`src/rtl/sat_counter.sv`:
```
// Up-counter that sticks at all-ones; synchronous clear.
module sat_counter #(
  parameter int WIDTH = 32
) (
  input  logic             clk_i,
  input  logic             clear_i,
  input  logic             inc_i,
  output logic [WIDTH-1:0] count_o
);

  logic [WIDTH-1:0] count_q;

  always_ff @(posedge clk_i) begin
    if (clear_i)                         count_q <= '0;
    else if (inc_i && (count_q != '1))   count_q <= count_q + WIDTH'(1);
  end

  assign count_o = count_q;

endmodule

```
`config.mk`:
```
export PLATFORM = sky130hd
export DESIGN_NAME = sat_counter
export DESIGN_NICKNAME = d
export VERILOG_FILES = /design/src/rtl/sat_counter.sv
export SDC_FILE = /design/constraint.sdc
export NUM_CORES = 1
export LEC_CHECK = 0
export BUFFER_PORTS_ARGS = -buffer_cell sky130_fd_sc_hd__buf_2
export CORE_ASPECT_RATIO = 1.4
export CORE_UTILIZATION = 54
export DETAILED_ROUTE_END_ITERATION = 10
export PLACE_DENSITY = 0.86
export SYNTH_ARGS = -nofsm -noshare
export SYNTH_HDL_FRONTEND = slang
export SYNTH_SLANG_ARGS = --single-unit
```
`constraint.sdc`:
```
create_clock -name clk_i -period 2.6 [get_ports clk_i]
set_input_delay 0.78 -clock clk_i [delete_from_list [all_inputs] [get_ports clk_i]]
set_output_delay 0.78 -clock clk_i [all_outputs]
set_load 0.02 [all_outputs]
```
; Word level (Yosys, flattened, before mapping)
; Cells that the tools add are included.
[word_totals]
register_bits = 32
out_inout_bits = 32
elab_cells = 4
inputBits = 3
[op_classes]
eq_ne = 1
reduce_logical = 1
add_sub_neg = 1
[op_table]
columns = cell, count
row1 = 32-bit by 1-bit adder with 32-bit output (second input constant), 1
row2 = 32-bit != test (second input constant), 1
row3 = 1-bit logical AND, 1

; Depth between registers and ports, before layout
; Gate-level depths: netlist (run 1).
[depth]
ltp_word = 2
mapped_depth = 8
ltp_nobuf = 6

; Least setup slack after synthesis (run 1)
; No wires, ideal clock.
[synth_path]
kind = in2reg
start = in inc_i
end = reg count_q[31] (netlist: count_o[31])
arrival_ns = 2.188
stages = 5
setup_ns = 0.121
path_buffers = 0
path_slack_ns = 0.291
required_ns = 2.479
path_cell_list = nand4_1 -> nor4_2 -> nand4_1 -> nor4_1 -> mux2_2
[synth_between]
elab_chain_len = 1
[synth_rtl]
columns = element, line_no
row1 = from (decl), 7  ; input logic inc_i,
row2 = 1-bit logical AND, 15  ; else if (inc_i && (count_q != '1)) count_q <= count_q + WIDTH'(1);
row3 = to (signal assigned), 15
row4 = to (decl), 11  ; logic [WIDTH-1:0] count_q;
; Every way passes these cells.
; A chain may end at the register's enable or synchronous reset.

; Worst setup path after layout (run 1)
[layout_path]
start = reg count_q[21] (netlist: count_o[21])
end = reg count_q[30] (netlist: count_o[30])
[layout_between]
elab_chain_len = 2
elab_cells_between_ends = 3
cone_classes = add/sub: 1 / eq/ne: 1 / reduce/logical: 1
[layout_rtl]
columns = element
row1 = "parallel branches: the longest is 2 deep, another holds 32-bit by 1-bit adder with 32-bit output"
; Parallel ways; which one is timed is not known.

==> results of run 1 <==
[worst max path at each step]
stage | start | endpoint
after detailed placement | inc_i | count_o[25]$_SDFFE_PP0P_
after CTS | count_o[21]$_SDFFE_PP0P_ | count_o[30]$_SDFFE_PP0P_
after floorplan | inc_i | count_o[31]$_SDFFE_PP0P_
final | count_o[21]$_SDFFE_PP0P_ | count_o[30]$_SDFFE_PP0P_
after global placement | inc_i | count_o[19]$_SDFFE_PP0P_
after global routing | count_o[16]$_SDFFE_PP0P_ | count_o[30]$_SDFFE_PP0P_
[metrics by stage]
| stage | utilization [%] | setup slack, ns | total power, mW |
|---|---|---|---|
| final | 70.25 | 0.3221 | 1.001 |
| after global routing | 70.25 | 0.2377 | 1.035 |
| after detailed placement | 66.55 | 0.3281 | 0.5408 |
| after global placement | 66.55 | 0.3736 | 0.5387 |
| after CTS | 70.25 | 0.3336 | 1.006 |
| after floorplan | - | 0.2914 | 0.5294 |
[cell families (layout without fill, tap and decap cells)]
family / Yosys count / count (layout) / share of synthesized area, %
AND/OR/NAND/NOR: 94 / 94 / 33.41
AO/OA/AOI/OAI: 49 / 49 / 18.84
flip-flops: 32 / 32 / 38.27
buffers and inverters: 13 / 55 / 3.139
XOR/XNOR: 7 / 7 / 3.662
multiplexers: 3 / 3 / 1.943
adder cells (fa/ha/maj): 1 / 1 / 0.7473
[cell type report]
type,count,area (um2),area share (%)
multi-input combinational,154,987.2,48.35
sequential,32,640.6,31.37
timing repair buffer,45,252.7,12.38
clock buffer,6,72.57,3.554
tap,37,46.29,2.267
clock inverter,2,35.03,1.716
inverter,2,7.507,0.3676
[power by group]
group	leakage, nW	internal [mW]	switching [mW]
clock network	0.0552	0.284	0.187
registers	0.258	0.493	0.00459
logic	0.433	0.0106	0.0212
[cell usage after synthesis (all sizes together), types with 2 or more instances]
| library cell | count | area share, % |
|---|---|---|
| a2111oi | 2 | 1.0 |
| a21oi | 22 | 6.6 |
| and3 | 4 | 1.8 |
| and4 | 4 | 2.1 |
| buf | 3 | 0.90 |
| clkbuf | 8 | 1.8 |
| dfxtp | 32 | 38 |
| inv | 2 | 0.45 |
| mux2 | 2 | 1.3 |
| nand2 | 10 | 2.2 |
| nand3 | 14 | 4.5 |
| nand4 | 10 | 3.7 |
| nor2 | 14 | 3.1 |
| nor2b | 2 | 0.75 |
| nor3 | 2 | 0.60 |
| nor3b | 2 | 0.90 |
| nor4 | 5 | 2.2 |
| o21ai | 8 | 2.4 |
| o31ai | 12 | 5.4 |
| or3 | 11 | 4.4 |
| or4 | 12 | 5.4 |
| xnor2 | 6 | 3.1 |
[layer usage]
metal	routed length (um)	GRT usage [%]	up-vias
met5	0	0	-
met3	165	5.333	5
met2	2164	50.87	51
met4	50	9.191	0
li1	-	-	842
met1	1804	30.05	831
[worst max-delay path: cells and delay by family (launching register included)]
kind | cells | cell delay [ns]
compound gates | 1 | 0.14
simple gates | 4 | 1.66
flops | 1 | 0.41
[layout by cell type, fill, tap and decap left out, types with 2 or more instances in the layout]
cell type and instances:
a2111oi_0 2, and4_1 4, xnor2_1 6, nor3b_1 2, nand3_1 13, or4_1 12
inv_1 2, buf_2 34, o21ai_0 8, o31ai_1 12, clkbuf_8 5, nor4_2 2
nand4_1 10, nand2_1 10, buf_4 11, or3_1 10, and3_1 3, a21oi_1 22
nor2b_1 2, nor3_1 2, nor2_1 14, nor4_1 3, dfxtp_1 32
==> flow_summary_export.csv, run 1 <==
group,metric,value,unit
power_and_ir_drop,powerDensity,490.3,nW/um2
routing,antenna_left,0,
floorplanning,start_util,57.60,%
timing,fmax,439.0,MHz
placed_design,dp_hpwl,2922,um
hold_path,holdPathEnd,"count_o[15]$_SDFFE_PP0P_",
routing,wl,4185,um
logic_synthesis,synth_warnings,0,
routing,vias,1729,
setup_path,critPathRequiredTime,2.82,ns
timing,hold_slack,0.4991,ns
setup_path,critPathMaxFanout,6,
clock_network,cts_tree,"done",
outcome,status,"finished clean",
layout,antenna_cells,0,
layout,stdcell_area,2042,um2
job,maxCapViolations,0,
setup_path,r2r-end,"count_o[30]$_SDFFE_PP0P_",
setup_path,timing.rr.start,"count_o[21]$_SDFFE_PP0P_",
placed_design,io_buffers,34,
power_and_ir_drop,ir_drop,0.0005255,V
layout,nNetsFinal,244,
timing,hold_viol,0,
logic_synthesis,yosysSeqAreaShare,38.27,%
layout,largest_reg_flops,32,
clock_network,worstSkewPairLatency,0.29,ns
timing,min_period,2.278,ns
floorplanning,fp.dieArea,3330,um2
power_and_ir_drop,p_leak,0.7457,nW
clock_network,postCtsSetupRepairBufs,0,
logic_synthesis,syn_inst,199,
layout,fill_cells,252,
logic_synthesis,synth_cell_types,39,
placed_design,dpl.cell_count,270,
hold_path,hold_path.startpoint,"count_o[15]$_SDFFE_PP0P_",
clock_network,cts_made_buffers,5,
logic_synthesis,synth_nets,203,
layout,drive_gt1_share,25.31,%
setup_path,path_cells,"and3_4, or3b_1, or3_4, or4_1, a21oi_1",
global_routing,grt_pass1_vias,1506,
setup_path,worstSetupPathType,"flop to flop",
floorplanning,rows,23,
layout,fin_cells,278,
clock_network,hold_buffers,0,
timing,slew_headroom,64.28,%
placed_design,gp_congestion,0.8232,
setup_path,cp-start-kind,"flop",
setup_path,r2r_slack,0.32,ns
logic_synthesis,ys_ff_latch,32,
global_routing,overflow,0,
logic_synthesis,synthArstFlopShare,0,%
logic_synthesis,synth_edf_count,0,
global_routing,track_usage,26.89,%
timing,setup_viol,0,
global_routing,grt_first_pass_wirelength,6782,um
setup_path,worstSetupEndpointType,"flop",
timing,period_share,87.61,%
logic_synthesis,synth_area,1674,um2
hold_path,min_path_cells,2,
timing,setup_tns,0,ns
setup_path,r2r_cells,5,
routing,drc_errors,0,
routing,drtIter0Drc,87,
routing,first_pass_iters,4,
timing,drv_slew,0,
layout,syn2layout_area_growth,21.97,%
timing,finalClockSkew,0.009511,ns
global_routing,antenna_found_initial,0,
timing,rsz0062_at_grt,"false",
routing,wl_per_cell,15.05,um
clock_network,clk_pin_slew_worst_paths,0.07,ns
timing,tightestPinTransition,0.5223,ns
logic_synthesis,syn_avg_cell_area,8.413,um2
setup_path,slowest_stage,"or3b_1",
clock_network,htree_levels,2,
clock_network,clock_sinks,32,
floorplanning,core_region_area,2907,um2
routing,via_per_inst,6.219,
floorplanning,fp.dieW,49.06,um
setup_path,slowest_delay,0.49,ns
global_routing,grt_start_max_net_pins,24,
hold_path,worstHoldPathType,"flop to flop",
floorplanning,ios,35,
clock_network,cts_resized,0,
logic_synthesis,synth_flop_cell,"dfxtp_1",
clock_network,cts-root-buf,"clkbuf_8",
placed_design,placed_area,1934,um2
floorplanning,die_height,67.88,um
setup_path,crit_arrival,2.50,ns
clock_network,clock_path_buffers,2,
Power figures use the tool's default switching activity.
==> inputs of run 2 (changes only) <==
--- a/config.mk
+++ b/config.mk
@@ -9,6 +9,7 @@
 export CORE_ASPECT_RATIO = 1.4
 export CORE_UTILIZATION = 54
 export DETAILED_ROUTE_END_ITERATION = 10
+export GPL_TIMING_DRIVEN = 0
 export PLACE_DENSITY = 0.86
 export SYNTH_ARGS = -nofsm -noshare
 export SYNTH_HDL_FRONTEND = slang
==> run 2 against run 1 <==
- utilization is 2.2 points lower
- maximum frequency decreased by 8.0%
- cell count decreased by 1.4%
- clock skew decreased by 0.0050 ns
- largest cell class unchanged
- critical path depth up 1
- sequential cell count stayed put
- register-to-register slack worse by 0.08 ns
- global-route usage is 0.58 points higher
- die area unchanged
==> flow_summary_export.csv, run 2 (synthesis gave the netlist of run 1 again) <==
group,metric,value,unit
power_and_ir_drop,ir_drop,0.0002891,V
clock_network,cts_tree,"done",
power_and_ir_drop,power,0.8677,mW
clock_network,htree_levels,2,
layout,final_common_cell,"buf_2",
placed_design,dpl.cell_count,269,
layout,fin_util,68.06,%
placed_design,place_ws,-0.2732,ns
setup_path,cp.buffers_inverters,1,
layout,fill_cells,261,
layout,largest_reg_flops,32,
setup_path,r2r-end,"count_o[19]$_SDFFE_PP0P_",
layout,fin_cells,274,
hold_path,worstHoldPathType,"flop to flop",
floorplanning,fp.dieArea,3330,um2
routing,drc_errors,0,
setup_path,cp-start-kind,"input port",
floorplanning,rows,23,
setup_path,cp.depth,6,
placed_design,io_buffers,33,
floorplanning,ios,35,
placed_design,gp_congestion,0.8367,
floorplanning,die_height,67.88,um
layout,antenna_cells,0,
clock_network,clock_path_buffers,2,
setup_path,worstSetupPathType,"input port to flop",
timing,drv_slew,0,
timing,hold_viol,0,
timing,tightestPinTransition,0.5955,ns
layout,layout_common_cells,"35 x buf_2, 32 x dfxtp_1, 22 x a21oi_1",
timing,rsz0062_at_grt,"false",
setup_path,crit_end,"count_o[31]$_SDFFE_PP0P_",
routing,via_per_inst,6.237,
floorplanning,fp.dieW,49.06,um
setup_path,slowest_stage,"nor4_4",
setup_path,path_cells,"buf_2, nand4_1, nor4_4, nand4_1, nor4_1, mux2_2",
setup_path,r2r_slack,0.24,ns
global_routing,overflow,0,
layout,syn2layout_area_growth,18.16,%
placed_design,dp_hpwl,2971,um
power_and_ir_drop,powerDensity,438.6,nW/um2
global_routing,antenna_found_initial,0,
setup_path,critPathMaxFanout,10,
floorplanning,core_region_area,2907,um2
layout,seqCellArea,640.6,um2
clock_network,cts-root-buf,"clkbuf_8",
timing,finalClockSkew,0.004488,ns
timing,timing.final.ws_setup,0.1249,ns
global_routing,track_usage,27.47,%
setup_path,timing.rr.start,"count_o[13]$_SDFFE_PP0P_",
timing,slew_headroom,59.27,%
routing,vias,1709,
timing,period_share,95.20,%
routing,antenna_left,0,
setup_path,critPathRequiredTime,2.78,ns
clock_network,cts_made_buffers,5,
timing,setup_viol,0,
setup_path,r2r_cells,8,
clock_network,clock_sinks,32,
setup_path,worstSetupEndpointType,"flop",
setup_path,crit_family,"simple AND/OR/NAND/NOR gates",
global_routing,grt_pass1_vias,1555,
global_routing,grt_start_max_net_pins,11,
clock_network,worstSkewPairLatency,0.28,ns
power_and_ir_drop,p_leak,0.7123,nW
layout,nNetsFinal,243,
setup_path,crit_top_cell,"nand4_1",
layout,drive_gt1_share,21.94,%
setup_path,slowest_delay,0.51,ns
setup_path,crit_arrival,2.65,ns
clock_network,clk_pin_slew_worst_paths,0.06,ns
timing,hold_slack,0.5032,ns
setup_path,critical_path.startpoint,"inc_i",
layout,multi_input_area,1001,um2
global_routing,grt_first_pass_wirelength,6831,um
routing,wl_per_cell,15.23,um
routing,first_pass_iters,4,
routing,wl,4172,um
job,maxCapViolations,0,
routing,drtIter0Drc,54,
outcome,status,"finished clean",
timing,min_period,2.475,ns
floorplanning,start_util,57.60,%
timing,fmax,404.0,MHz
==> run 2: through the flow <==
step | TNS [ns] | instance area, um2
global route | 0 | 1978
global placement | -0.3902 | 1886
detailed placement | -0.9613 | 1886
floorplan | 0 | 1674
CTS | 0 | 1954
finish | 0 | 1978
==> run 2: timing repair <==
action,CTS,global route
setup buffers,0,0
setup endpoints to repair,0,15
gates resized for setup,0,6
hold buffers,0,0
==> run 2: worst min-delay path by stage <==
| stage | startpoint | endpoint | slack, ns | cells after the start |
|---|---|---|---|---|
| detailed placement | count_o[23]$_SDFFE_PP0P_ | count_o[23]$_SDFFE_PP0P_ | 0.50 | 2 |
| floorplan | count_o[15]$_SDFFE_PP0P_ | count_o[15]$_SDFFE_PP0P_ | 0.56 | 2 |
| global placement | count_o[15]$_SDFFE_PP0P_ | count_o[15]$_SDFFE_PP0P_ | 0.48 | 2 |
| CTS | count_o[23]$_SDFFE_PP0P_ | count_o[23]$_SDFFE_PP0P_ | 0.51 | 2 |
| finish | count_o[23]$_SDFFE_PP0P_ | count_o[23]$_SDFFE_PP0P_ | 0.50 | 2 |
| global route | count_o[23]$_SDFFE_PP0P_ | count_o[23]$_SDFFE_PP0P_ | 0.52 | 2 |
==> run 2: routing by layer <==
metal | share of wire, % | wire length, um | vias up | GRT usage [%]
met2 | 51 | 2116 | 51 | 48.26
met4 | 2.0 | 85 | 0 | 18.38
met5 | 0 | 0 | - | 0
met1 | 43 | 1781 | 810 | 29.95
met3 | 4.5 | 188 | 9 | 6.000
li1 | - | - | 839 | -
==> run 2: final cells by class <==
class                      count  area share, %
tap                           37          2.340
timing repair buffer          33          8.349
sequential                    32          32.38
inverter                       2         0.3795
clock buffer                   5          3.479
multi-input combinational    154          50.60
buffer                        11          2.467
==> run 2: power by group <==
group	internal (mW)	leakage, nW	switching, mW
Clock	0.172	0.0359	0.166
Sequential	0.494	0.258	0.00431
Combinational	0.0101	0.418	0.0211
==> run 2: worst min-delay path: stages (launching register included) <==
cell	delay, ns
dfxtp_1	0.33
o31ai_1	0.07
a21oi_1	0.06
